===== src/rtl/systolic_feeder.sv =====
// systolic_feeder: holds A/B operand matrices and streams the skewed wavefront into a NxN systolic array.
module systolic_feeder #(
    parameter int N  = 9,
    parameter int DW = 4,
    parameter int CW = 5
) (
    input  logic            clk,
    input  logic            rst,
    input  logic            wr_en,
    input  logic            wr_sel,
    input  logic [3:0]      wr_row,
    input  logic [3:0]      wr_col,
    input  logic [DW-1:0]   wr_data,
    input  logic            start,
    output logic [N*DW-1:0] west_data,
    output logic [N*DW-1:0] north_data,
    output logic            acc_clr,
    output logic            busy,
    output logic            done
);
    localparam int AW = $clog2(N);
    typedef enum logic [2:0] {IDLE, CLEAR, STREAM, DRAIN, DONE} state_t;
    state_t state;
    logic [CW-1:0] step, nstep;
    logic [DW-1:0] a_mem [N][N];
    logic [DW-1:0] b_mem [N][N];
    logic [N*DW-1:0] west_nxt, north_nxt;
    logic wr_ok;
    // Outputs are registered, so the wavefront is computed for the step about to be shown
    assign nstep = (state == STREAM) ? step + 1'b1 : '0;
    assign wr_ok = wr_en && wr_row < 4'(N) && wr_col < 4'(N);
    for (genvar i = 0; i < N; i++) begin : g_wave
        logic [CW-1:0] k;
        logic          hit;
        assign k   = nstep - CW'(i);
        assign hit = nstep >= CW'(i) && k < CW'(N);
        assign west_nxt[i*DW +: DW]  = hit ? a_mem[i][k[AW-1:0]] : '0;
        assign north_nxt[i*DW +: DW] = hit ? b_mem[k[AW-1:0]][i] : '0;
    end
    always_ff @(posedge clk or negedge rst) begin
        if (!rst) begin
            state      <= IDLE;
            step       <= '0;
            west_data  <= '0;
            north_data <= '0;
            acc_clr    <= 1'b0;
            busy       <= 1'b0;
            done       <= 1'b0;
            for (int r = 0; r < N; r++)
                for (int c = 0; c < N; c++) begin
                    a_mem[r][c] <= '0;
                    b_mem[r][c] <= '0;
                end
        end else begin
            acc_clr <= 1'b0;
            done    <= 1'b0;
            case (state)
                IDLE: begin
                    if (wr_ok && !wr_sel) a_mem[wr_row][wr_col] <= wr_data;
                    if (wr_ok && wr_sel) b_mem[wr_row][wr_col] <= wr_data;
                    if (start) begin
                        state   <= CLEAR;
                        step    <= '0;
                        acc_clr <= 1'b1;
                        busy    <= 1'b1;
                    end
                end
                CLEAR: begin
                    state      <= STREAM;
                    step       <= '0;
                    west_data  <= west_nxt;
                    north_data <= north_nxt;
                end
                STREAM: begin
                    if (step == CW'(2*N-2)) begin
                        state      <= DRAIN;
                        step       <= '0;
                        west_data  <= '0;
                        north_data <= '0;
                    end else begin
                        step       <= step + 1'b1;
                        west_data  <= west_nxt;
                        north_data <= north_nxt;
                    end
                end
                DRAIN: begin
                    if (step == CW'(N-1)) begin
                        state <= DONE;
                        step  <= '0;
                        done  <= 1'b1;
                    end else begin
                        step <= step + 1'b1;
                    end
                end
                DONE: begin
                    state <= IDLE;
                    busy  <= 1'b0;
                end
                default: state <= IDLE;
            endcase
        end
    end
endmodule


===== config.mk =====
export PLATFORM = sky130hd
export DESIGN_NAME = systolic_feeder
export DESIGN_NICKNAME = d
export VERILOG_FILES = /design/src/rtl/systolic_feeder.sv
export SDC_FILE = /design/constraint.sdc
export NUM_CORES = 1
export LEC_CHECK = 0
export CORE_UTILIZATION = 62
export CTS_CLUSTER_DIAMETER = 200
export DETAILED_ROUTE_END_ITERATION = 8
export PLACE_DENSITY = 0.88
export SYNTH_ARGS = -nofsm -noshare
export SYNTH_HDL_FRONTEND = slang
export SYNTH_SLANG_ARGS = --single-unit

===== constraint.sdc =====
create_clock -name clk -period 5.21 [get_ports clk]
set_input_delay 1.042 -clock clk [delete_from_list [all_inputs] [get_ports clk]]
set_output_delay 1.042 -clock clk [all_outputs]
set_load 0.02 [all_outputs]

======== Yosys cells after proc, flatten, opt, wreduce, memory -nomap -nowiden ========
Cells that the tools add are included.
operators by class
  add/subtract/negate cells ............... 9
  $lt $le $gt $ge ......................... 33
  equality and inequality tests ........... 9
  mux-type cells .......................... 97
  bitwise operators ....................... 11
  reductions and logical operators ........ 25
operators by type and width
  kind                   number
  $bmux W36 S4           9
  $bwmux W324            2
  $mux W36               5
  $mux W4                39
  $bmux W4 S4            9
  $demux W36 S4          1
  $pmux W36 S2           2
  $mux W32               2
  $mux W28               2
  $ge A5 B5 Y1 const B   11
  $not A4 Y5             11
  $mux W24               2
  $lt A5 B4 Y1 const B   9
  $mux W20               2
  $mux W16               2
  $mux W12               2
  $ge A5 B3 Y1 const B   4
  $mux W5                4
  $pmux W5 S4            1
  $sub A5 B3 Y5 const B  4
  $demux W4 S4           1
  $mux W8                2
  $logic_and A1 B1 Y1    15
  $pmux W3 S4            1
  other kinds (25)       42
storage, ports and cells
  flip-flop bits (word level) ............. 731
  input bits .............................. 17
  output and inout bits ................... 75
  word-level logic and storage cells ...... 353

======== Logic depth before layout (Yosys ltp) ========
  word-level depth ........................ 10
  mapped depth ............................ 18
  depth with buffers taken out ............ 12

======== Least setup slack after synthesis ========
Ideal clock, no wire load.
  path kind ............................... register to register
  start ................................... register state[2]
  end ..................................... register west_data[15]
  library setup time ...................... 0.090 ns
  data arrival time ....................... 3.568 ns
  required time ........................... 5.120 ns
  setup slack ............................. 1.552 ns
  stages on the path, launching flop included .. 19
  clock period less this slack ............ 3.658 ns
  cells stage by stage .................... dfrtp_1 -> buf_4 -> nor3b_4 -> nand2_4 -> clkinv_2 -> buf_6 -> buf_6 -> buf_2 -> buf_2 -> ha_1 -> buf_2 -> and2_1 -> clkbuf_1 -> nor4_1 -> a311o_1 -> a21oi_1 -> nor4b_4 -> nand3_2 -> o221ai_1
on the way
  word-level cells in the longest chain between the ends .. 10
  elaborated cells on any way between the ends .. 15
  those cells by class .................... add/sub: 1; order compare: 2; eq/ne: 2; mux: 7; bitwise: 1; reduce/logical: 2
RTL lines
  item                                        RTL line  source
  start: declaration                          23        state_t state;
  start signal: assignment                    42        state <= IDLE;
  start signal: assignment                    62        state <= CLEAR;
  start signal: assignment                    69        state <= STREAM;
  $eq A3 B2 Y1                                30, 57
  $mux W5                                     30        assign nstep = (state == STREAM) ? step + 1'b1 : '0;
  $sub A5 B2 Y5                               35        assign k = nstep - CW'(i);
  $not A4 Y5 (not written as such)            37        assign west_nxt[i*DW +: DW] = hit ? a_mem[i][k[AW-1:0]] : '0;
  $bmux W4 S4                                 37
  $mux W4 (not written as such) (2 in a row)  37
  $mux W4                                     37
  $mux W36                                    75        if (step == CW'(2*N-2)) begin
  $pmux W36 S2                                57        case (state)
  end signal: assignment                      71        west_data <= west_nxt;
  end signal: assignment                      82        west_data <= west_nxt;
  end: declaration                            15        output logic [N*DW-1:0] west_data,
Parallel ways exist; a longest one is shown, timed or not. The select of a mux whose other input is x is not followed.
A chain may end at the register's enable or synchronous reset.

======== Worst setup path in the final report ========
  start ................................... register step[0]
  end ..................................... register west_data[7]
on the way
  word-level cells in the longest chain between the ends .. 10
  elaborated cells on any way between the ends .. 14
  those cells by class .................... add/sub: 2; order compare: 2; eq/ne: 1; mux: 7; bitwise: 1; reduce/logical: 1
RTL lines
  item                                        RTL line  source
  start: declaration                          24        logic [CW-1:0] step, nstep;
  start signal: assignment                    81        step <= step + 1'b1;
  start signal: assignment                    92        step <= step + 1'b1;
  $add A5 B1 Y5                               30
  $mux W5                                     30
  $sub A5 B1 Y5                               35
  $not A4 Y5 (not written as such)            37
  $bmux W4 S4                                 37
  $mux W4 (not written as such) (2 in a row)  37
  $mux W4                                     37
  $mux W36                                    75
  $pmux W36 S2 *                              57
Mark *: on every way between the ends. The rest lies on a longest branch, timed or not. The select of a mux whose other input is x is not followed.

==> results by group <==
Outcome
  • Status: complete, but fails checks
  • Failing checks: capacitance limit, slew limit

Routing
  • 1st-pass router iterations: 7
  • Number of remaining DRC errors: 0
  • Routed length per instance: 28.0 microns
  • Via count: 26,400
  • Post-route ant nets: 0
  • Final WL: 106,000 microns
  • Vias per Instance: 6.97
  • Initial DRC count: 3,405

Logic synthesis
  • Syn Inst Count: 2,958
  • Top cell type's share of synthesized area: 0.528
  • Syn_area_per_cell: 11.7 sq um
  • Synth warn: 0
  • Post-synthesis sequential area ratio: 0.528
  • Async set-or-reset flop fraction in the synthesized netlist: 1.00
  • Area contributors post-synth: dfrtp_1 53%, mux2_2 22%, nand2_1 3.4%
  • Post-synth top area cell: dfrtp_1
  • Synthesized cell area: 34,700 sq um
  • Primary FF master, synth: dfrtp_1
  • Synthesis-stage register bit count: 731
  • Yosys cell types: 89
  • Post-Synthesis Net Count: 2,983
  • Count leader, synth: dfrtp_1
  • EDFF count, synth: 0
  • Synth cell count leaders: 731 x dfrtp_1, 673 x mux2_2, 313 x nand2_1, 231 x nor2_1, 135 x clkbuf_1

Setup path
  • Number of cells on the worst reg-to-reg path: 11
  • CP endpoint kind: flop
  • Worst setup SP type: flop
  • CP max FO: 24
  • Arr. time, crit path: 5.09 ns
  • Crit path kind: flop to flop
  • CP required: 5.77 ns
  • Reg2reg setup slack: 0.68 ns

Die
  • Die area: 56,900 sq um
  • Die W: 238 microns
  • Die height: 238 microns
  • # IOs: 92
  • Initial core utilization: 0.628
  • Rows: 86
  • Core ar.: 55,200 sq um

CTS
  • Post-cts gate resize count: 0
  • Root Driver: clkbuf_16
  • Max H-tree Level: 3
  • Clock transition at the registers of the reported paths: 0.06 ns
  • Skew-Pair Late Insertion Delay: 0.63 ns
  • Post-CTS Setup Bufs: 0
  • Max Buffers Root-to-Sink: 3
  • Number of hold buffers added after CTS: 0
  • TritonCTS clock tree: done
  • CTS sink cnt: 731
  • Num CTS Buffers: 74

Timing
  • Final period util: 0.869
  • Fin. Hold Viols: 0
  • Final setup viols: 0
  • RSZ-0062 raised after global routing: no
  • Highest achievable clock rate: 221 MHz
  • Final WS setup: 0.683 ns
  • Pins Over Slew Limit: 10
  • Slew of the pin with the lowest slew margin: 1.55 ns
  • Final min period: 4.53 ns
  • Setup TNS Final: 0 ns
  • Max_slew headroom: -0.0364
  • Fin Clk Skew: 0.0169 ns

Global route
  • Largest net degree at the start of global routing: 123
  • Initial antenna violation count: 3
  • GR Util All Layers: 0.378
  • Vias in the first global route: 27,600
  • First-pass GRT wire length: 163,000 microns
  • Grt ovf: 0

Power and ir drop
  • Worst VDD drop: 482 uV
  • Total power: 20.2 mW
  • Lkg Pwr: 17.9 nW
  • Power density cells: 522 nW/um^2

Min path
  • Hold Path Class: flop to flop
  • WHS Path Cells: 2

Placed design
  • RD Place Congestion: 0.954
  • Dpl hpwl: 64,700 microns
  • Placed insts: 3,651
  • Port bufs: 91
  • Worst slack, placed: 1.03 ns

Layout
  • Layout cells sized above 1: 0.300
  • Non-filler cells, final: 3,781
  • Final nets: 3,004
  • Synth-to-Final Area Change: 11.4%

Job
  • Total of max-cap violations: 1
-- layer usage --
metal	share of wire	vias to the layer above	GRT usage
met2	0.45	1807	0.572
met3	0.12	517	0.105
met4	0.068	6	0.245
li1	-	10700	-
met1	0.36	13300	0.479
met5	0.00046	-	0
-- kinds of logic after synthesis --
logic type / after synthesis / synth area share
simple gates: 771 / 0.0993
mux: 757 / 0.246
xor+xnor: 14 / 0.00451
fa+ha+maj: 8 / 0.00289
buf+inv: 239 / 0.0305
compound gates: 438 / 0.0889
flops: 731 / 0.528
-- flip-flops by register name, indices dropped and copies added (netlist names) --
name / flops
b_mem: 324
west_data: 36
busy: 1
done: 1
acc_clr: 1
state: 3
a_mem: 324
step: 5
north_data: 36
-- layout by cell type, fill, tap and decap left out, drive strengths merged, types with 72 or more instances in the layout --
master         instances
nor2                 233
clkdlybuf4s50         86
nand2                314
mux2i                 75
dfrtp                731
o21ai                 82
mux2                 673
nand3                100
buf                   72
clkbuf               105
-- path summary, 6_finish.rpt --
path / from / end
max: step[0] / west_data[7]
min: west_data[12] / west_data[12]
max reg2reg: step[0] / west_data[7]
min reg2reg: west_data[12] / west_data[12]
max in group asynchronous: rst / a_mem[188]
min in group asynchronous: rst / b_mem[81]
-- worst max-delay path: stages (launching register included) --
cell     delay [ns]
dfrtp_2        0.42
inv_1          0.50
ha_1           0.26
buf_4          0.36
inv_2          0.34
nand3_1        0.18
buf_4          0.38
nor2_1         0.14
a31oi_1        1.13
nand3_1        0.31
a21oi_1        0.26
a211o_1        0.14
-- through the flow --
stage	util	hold slack [ns]	area, sq um
2_1_floorplan	-	0.442	34700
3_3_place_gp	0.656	0.474	36200
3_5_place_dp	0.656	0.465	36200
4_1_cts	0.700	0.489	38600
5_1_grt	0.700	0.514	38600
6_report	0.700	0.483	38600
-- where the power goes --
group          switching (mW)  leakage (nW)  internal [mW]
Clock                    2.24          1.21           3.15
Combinational            6.19          6.59           2.48
Sequential              0.246          10.1           5.85
Total                    8.68          17.9           11.5
-- layout make-up --
type,count,area (sq um)
Antenna cell,3,7.51
Clock buffer,105,2180
Clock inverter,22,243
Fill cell,3502,16600
Inverter,26,100
Multi-Input combinational cell,1988,15400
Sequential cell,731,18300
Tap cell,748,936
Timing Repair Buffer,158,1500
No activity file was read; power rests on OpenSTA's default activity.
